--- config.mk ---
export PLATFORM = sky130hd
export DESIGN_NAME = ram_burst_seq
export DESIGN_NICKNAME = d
export VERILOG_FILES = /design/src/rtl/ram_burst_pkg.sv /design/src/rtl/ram_burst_fifo2.sv /design/src/rtl/ram_burst_seq.sv
export SDC_FILE = /design/constraint.sdc
export NUM_CORES = 1
export LEC_CHECK = 0
export BUFFER_PORTS_ARGS = -buffer_cell sky130_fd_sc_hd__buf_2
export CAP_MARGIN = 20
export CORE_MARGIN = 2
export CORE_UTILIZATION = 25
export CTS_CLUSTER_SIZE = 40
export DETAILED_ROUTE_END_ITERATION = 8
export PLACE_DENSITY = 0.49
export SKIP_CTS_REPAIR_TIMING = 1
export SLEW_MARGIN = 10
export SYNTH_ARGS = -nofsm -noshare
export SYNTH_HDL_FRONTEND = slang
export SYNTH_SLANG_ARGS = --single-unit
--- constraint.sdc ---
create_clock -name AClkH -period 15.8 [get_ports AClkH]
set_input_delay 3.16 -clock AClkH [delete_from_list [all_inputs] [get_ports AClkH]]
set_output_delay 3.16 -clock AClkH [all_outputs]
set_load 0.05 [all_outputs]
--- src/rtl/ram_burst_pkg.sv ---
// Shared definitions for the RAM burst sequencer.
//   burstState_t : sequencer FSM states (Idle, Rd, Drain, Wr)
//   CDefLenLen   : default width of the burst length field
//   CBufDepth    : depth of the read-data output buffer
package ram_burst_pkg;

  typedef enum logic [1:0] {
    SIdle  = 2'd0,
    SRd    = 2'd1,
    SDrain = 2'd2,
    SWr    = 2'd3
  } burstState_t;

  localparam int CDefLenLen = 8;
  localparam int CBufDepth  = 2;

endpackage

--- src/rtl/ram_burst_fifo2.sv ---
// Two-entry FIFO holding read data captured from the RAM until the consumer
// takes it.
//   clkH, resetH  : clock, asynchronous active-high reset (flushes the FIFO)
//   clkEn         : clock enable; nothing moves while it is 0
//   push/pushData : write side
//   pop/popData   : read side; popData is the head entry
//   occupancy     : number of stored entries (0..2)
//   empty         : occupancy == 0
module ram_burst_fifo2
  import ram_burst_pkg::*;
#(
  parameter int CDataLen = 128
) (
  input  logic                clkH,
  input  logic                resetH,
  input  logic                clkEn,
  input  logic                push,
  input  logic [CDataLen-1:0] pushData,
  input  logic                pop,
  output logic [CDataLen-1:0] popData,
  output logic [1:0]          occupancy,
  output logic                empty
);

  logic [CDataLen-1:0] mem [CBufDepth];
  logic                wrPtr;
  logic                rdPtr;
  logic [1:0]          count;
  logic                doPush;
  logic                doPop;

  // A push into a full FIFO is only accepted when a pop frees a slot in the
  // same cycle.
  assign doPop  = clkEn & pop & (count != 2'd0);
  assign doPush = clkEn & push & ((count != 2'd2) | doPop);

  always_ff @(posedge clkH or posedge resetH) begin
    if (resetH) begin
      wrPtr <= 1'b0;
      rdPtr <= 1'b0;
      count <= 2'd0;
    end else begin
      if (doPush) wrPtr <= ~wrPtr;
      if (doPop)  rdPtr <= ~rdPtr;
      case ({doPush, doPop})
        2'b10:   count <= count + 2'd1;
        2'b01:   count <= count - 2'd1;
        default: count <= count;
      endcase
    end
  end

  // Storage is data only; the flushed pointers make stale contents invisible.
  always_ff @(posedge clkH) begin
    if (doPush) mem[wrPtr] <= pushData;
  end

  assign popData   = mem[rdPtr];
  assign occupancy = count;
  assign empty     = (count == 2'd0);

endmodule

--- src/rtl/ram_burst_seq.sv ---
// Burst sequencer in front of a single-port synchronous RAM (one-cycle read
// latency, gated read data). Takes one read or write burst at a time and
// walks the RAM address word by word.
//   AClkH, AResetH, AClkHEn       : clock, async active-high reset, clock enable
//   AReqAddr/Len/Wr/Valid/Ready  : burst request (Len = words - 1)
//   AWrData/AWrValid/AWrReady    : write-burst data stream
//   ARdData/ARdValid/ARdReady    : read-burst data stream from a 2-entry buffer
//   ARamAddr/Mosi/Miso/WrEn/RdEn : RAM port
//   ABusy                        : burst active or read buffer not yet drained
module ram_burst_seq
  import ram_burst_pkg::*;
#(
  parameter int CAddrLen = 13,
  parameter int CDataLen = 128,
  parameter int CLenLen  = CDefLenLen
) (
  input  logic                AClkH,
  input  logic                AResetH,
  input  logic                AClkHEn,
  input  logic [CAddrLen-1:0] AReqAddr,
  input  logic [CLenLen-1:0]  AReqLen,
  input  logic                AReqWr,
  input  logic                AReqValid,
  output logic                AReqReady,
  input  logic [CDataLen-1:0] AWrData,
  input  logic                AWrValid,
  output logic                AWrReady,
  output logic [CDataLen-1:0] ARdData,
  output logic                ARdValid,
  input  logic                ARdReady,
  output logic [CAddrLen-1:0] ARamAddr,
  output logic [CDataLen-1:0] ARamMosi,
  input  logic [CDataLen-1:0] ARamMiso,
  output logic                ARamWrEn,
  output logic                ARamRdEn,
  output logic                ABusy
);

  burstState_t         state;
  burstState_t         nextState;
  logic [CAddrLen-1:0] fAddr;
  logic [CLenLen-1:0]  remCnt;
  logic                inFlight;
  logic                issue;
  logic                wrBeat;
  logic                push;
  logic                popNow;
  logic [1:0]          occ;
  logic [1:0]          credit;
  logic                bufEmpty;

  // Read data sits on ARamMiso for exactly the cycle after issue; it is
  // captured on the next enabled cycle (the RAM shares the clock enable).
  assign push   = inFlight & AClkHEn;
  assign popNow = ARdValid & ARdReady & AClkHEn;

  // Counting this cycle's pop as freed space is what sustains one word per
  // cycle; the sum can never exceed the buffer depth.
  assign credit = occ + {1'b0, inFlight} - {1'b0, popNow};

  ram_burst_fifo2 #(
    .CDataLen (CDataLen)
  ) uRdBuf (
    .clkH      (AClkH),
    .resetH    (AResetH),
    .clkEn     (AClkHEn),
    .push      (push),
    .pushData  (ARamMiso),
    .pop       (ARdReady),
    .popData   (ARdData),
    .occupancy (occ),
    .empty     (bufEmpty)
  );

  assign ARdValid = ~bufEmpty;
  assign ARamAddr = fAddr;
  assign ARamMosi = AWrData;
  assign ABusy    = (state != SIdle) | ~bufEmpty;

  always_ff @(posedge AClkH or posedge AResetH) begin
    if (AResetH) begin
      state <= SIdle;
    end else if (AClkHEn) begin
      state <= nextState;
    end
  end

  always_comb begin
    nextState = state;
    case (state)
      SIdle:  if (AReqValid && AClkHEn) nextState = AReqWr ? SWr : SRd;
      SRd:    if (issue && (remCnt == '0)) nextState = SDrain;
      SDrain: if (!inFlight || push) nextState = SIdle;
      SWr:    if (wrBeat && (remCnt == '0)) nextState = SIdle;
      default: nextState = SIdle;
    endcase
  end

  always_comb begin
    AReqReady = 1'b0;
    AWrReady  = 1'b0;
    ARamWrEn  = 1'b0;
    ARamRdEn  = 1'b0;
    issue     = 1'b0;
    wrBeat    = 1'b0;
    case (state)
      SIdle: AReqReady = AClkHEn;
      SWr: begin
        AWrReady = AClkHEn;
        wrBeat   = AWrValid & AClkHEn;
        ARamWrEn = AWrValid & AClkHEn;
      end
      SRd: begin
        issue    = AClkHEn & (credit < 2'd2);
        ARamRdEn = AClkHEn & (credit < 2'd2);
      end
      default: ;
    endcase
  end

  // Address / count / in-flight registers
  always_ff @(posedge AClkH or posedge AResetH) begin
    if (AResetH) begin
      fAddr    <= '0;
      remCnt   <= '0;
      inFlight <= 1'b0;
    end else if (AClkHEn) begin
      if ((state == SIdle) && AReqValid) begin
        fAddr  <= AReqAddr;
        remCnt <= AReqLen;
      end else if (issue || wrBeat) begin
        // Address wraps naturally at 2^CAddrLen.
        fAddr  <= fAddr + CAddrLen'(1);
        remCnt <= remCnt - CLenLen'(1);
      end
      if (issue) begin
        inFlight <= 1'b1;
      end else if (push) begin
        inFlight <= 1'b0;
      end
    end
  end

endmodule
==> key figures <==
Yosys
  – Yosys Warn Count: 0
  – Synthesized instance count: 736
  – Post-synth top area share: 0.646
  – Most area-hungry cell type in the Yosys netlist: edfxtp_1
  – Post-synthesis sequential area ratio: 0.705
  – Syn_area_per_cell: 16.2 µm²
  – Post-synth EDFFs: about 260
  – Area contributors post-synth: edfxtp_1 (65%), mux2_2 (12%), buf_4 (8.1%)
  – Post-Syn Area: 11900 µm²
  – Top FF cell, synth: edfxtp_1
  – Post-Synthesis Net Count: 1023
  – Post-synth ARST share: 0.0986
  – Synth Register Bits: 284
  – Unique cell type count in the Yosys netlist: 50

Global route
  – Total gr overflow: 0
  – First-pass GRT wire length: 40700 µm
  – Antenna violations before repair: 7
  – Pin count of the biggest net entering global routing: a little under 70
  – Tot GR Track Use: 0.107
  – Vias in the first global route: approximately 7000

Finish
  – Commonest non-fill, non-tap cell in the layout: buf_2
  – Most frequent cells in the layout: buf_2 (302), edfxtp_1 (256), mux2_2 (128), clkbuf_16 (35), dfrtp_1 (27)
  – Area Overhead vs Synth: 20.0%
  – Fin nets: 1216
  – Layout cells sized above 1: 0.518

Routing
  – DRC Markers: 0
  – Antenna viol nets, final: 0
  – Via count: 6665
  – Pre-antenna DRT Iters: 4
  – 1st-iter DRT viols: 420
  – Vias per inst: 4.25
  – Wire per inst: around 17 µm
  – WL final: around 27000 µm

Floorplan
  – Starting Density: 0.255
  – Ports: 559
  – Die width: 222 µm
  – Die area: 49400 µm²
  – Num rows: 79
  – Core Area: 46800 µm²
  – Die height: 222 µm

Place
  – Detailed placement HPWL: roughly 18000 µm
  – Placer Congestion: 0.780
  – Number of port buffers: just over 300
  – Post-Place Setup Slack: 7870 ps

Timing
  – RSZ-0062 raised after global routing: no
  – Slew HR: 0.297
  – Clk_skew: ~22 ps
  – Fin crit period: between 7000 and 8000 ps
  – Max Slew Vio Count: 0
  – Tightest Pin Transition: 1050 ps
  – Worst setup margin: 7860 ps
  – Final Hold Fails: 0
  – Fmax: 0.126 GHz
  – Fin crit share: 0.503
  – Endpoints failing setup: 0
  – Post-Route Setup TNS: 0 ps

Worst setup path
  – Worst path arrival time: 4780 ps
  – Worst path slowest cell: buf_2
  – R2r worst-path depth: 5
  – CP Data Required Time: 12640 ps
  – Crit end category: primary output
  – Cells along the critical path: buf_2, nand3_1, inv_1, ha_1, nor2b_1, and3_4, o21a_1, buf_2
  – Most used cell, CP: buf_2
  – Critical Path Max Stage Delay: 280 ps
  – Setup Crit Path Kind: input port to primary output
  – Crit start category: input port
  – Worst Path Max Fanout: 10

Clock tree
  – Clk_lat worst skew: 530 ps
  – Clk slew on worst S/H paths: 50 ps
  – CTS Root Cell: clkbuf_16
  – Clk buf depth: 3
  – H-Tree Depth: 2
  – CTS tree: done
  – CTS buffer count: 35
  – Sink Count: ~280

Job
  – Maxcap violations: 0

Power
  – Internal power: about 1600 µW
  – IR drop worst, VDD: ~0.12 mV
  – Logic pwr share: 0.341
  – Sw Share: 0.393
  – Clock power frac: 0.289
  – PD cells: about 190 nW/µm²
  – Sequential share of power: 0.370
  – Sw Pwr: 1060 µW
  – P_leak: 0.00528 µW

Min path
  – Hold path depth: 2
  – Tightest Hold Check Type: flop to flop

Status
  – Status: finished clean
[synth_stat cells, types with 2 or more instances]
master / n
buf_4: 128
o22ai_1: 3
edfxtp_1: 256
a2bb2oi_1: 5
a21oi_1: 25
xnor2_1: 3
o21a_1: 2
dfrtp_1: 28
mux2_2: 128
inv_1: 8
a211oi_1: 2
ha_1: 3
nor3b_2: 2
nand2_1: 18
nor3_1: 2
nand3_1: 10
nor2_1: 24
nand4_1: 5
buf_6: 3
buf_2: 7
nor2b_1: 2
mux2i_1: 2
clkbuf_1: 15
o21ai_0: 26
nor4_1: 3
a32oi_1: 2
[power by group through the flow]
stage          clock, µW  sequential (µW)  combinational (µW)
2_1_floorplan          0             1020                 792
6_report             777              995                 919
4_1_cts              807              998                 932
3_3_place_gp           0             1010                 928
5_1_grt              840             1010                 967
3_5_place_dp           0             1010                 930
[critical path: cells and delay by family]
family	cells	cell delay [ps]
AND/OR/NAND/NOR	3	620
AO/OA/AOI/OAI	1	190
adder cells (fa/ha/maj)	1	220
buffers and inverters	3	580
[path summary, 6_finish.rpt]
kind,from,endpoint,slack [ps]
worst min-delay path,remCnt[6],remCnt[6],500
worst max-delay path,AClkHEn,ARamRdEn,7860
min in group asynchronous,AResetH,ARamAddr[8],2700
worst max register to register,state[1],ARamAddr[2],12940
worst min register to register,remCnt[6],remCnt[6],500
max in group asynchronous,AResetH,uRdBuf.rdPtr,12740
[metal layers]
| layer | track usage | routed length, µm | vias to the layer above |
|---|---|---|---|
| met5 | 0.00196 | 34 | - |
| met4 | 0.0399 | 626 | 6 |
| met3 | 0.0533 | 2840 | 56 |
| met2 | 0.170 | 12800 | 308 |
| met1 | 0.123 | 10900 | 3268 |
| li1 | - | - | 3027 |
[cell type report]
class                      instances  area (µm²)
fill                            4720       32500
sequential                       284        8390
multi-input combinational        290        2410
timing repair buffer             310        1570
clock buffer                      43         916
tap                              607         759
clock inverter                    21         195
inverter                           8        30.0
antenna                            5        12.5
[state kept, by name, summed over array words and instances, names as in the netlist]
name and flops:
inFlight 1, ARamAddr 13, uRdBuf.wrPtr 1, uRdBuf.rdPtr 1, uRdBuf.occupancy 2, uRdBuf.mem 256
state 2, remCnt 8
[through the flow]
stage | power [µW] | hold slack, ps | instances | instance area [µm²] | utilization
CTS | 2740 | 519 | 1563 | 14300 | 0.305
detailed placement | 1940 | 506 | 1499 | 13200 | 0.282
floorplan | 1810 | 459 | 736 | 11900 | -
global placement | 1940 | 488 | 1499 | 13200 | 0.282
global route | 2820 | 552 | 1564 | 14300 | 0.305
finish | 2690 | 501 | 1568 | 14300 | 0.306
[logic make-up (layout without fill, tap and decap cells)]
family | count (synthesis) | in the layout | share of synthesized area
other cells | 0 | 5 | 0
mux | 130 | 130 | 0.123
fa+ha+maj | 3 | 3 | 0.00315
compound gates | 75 | 75 | 0.0385
buf+inv | 162 | 382 | 0.0941
simple gates | 78 | 78 | 0.0341
flops | 284 | 284 | 0.705
xor+xnor | 4 | 4 | 0.00294
No activity file was read; power rests on OpenSTA's default activity.
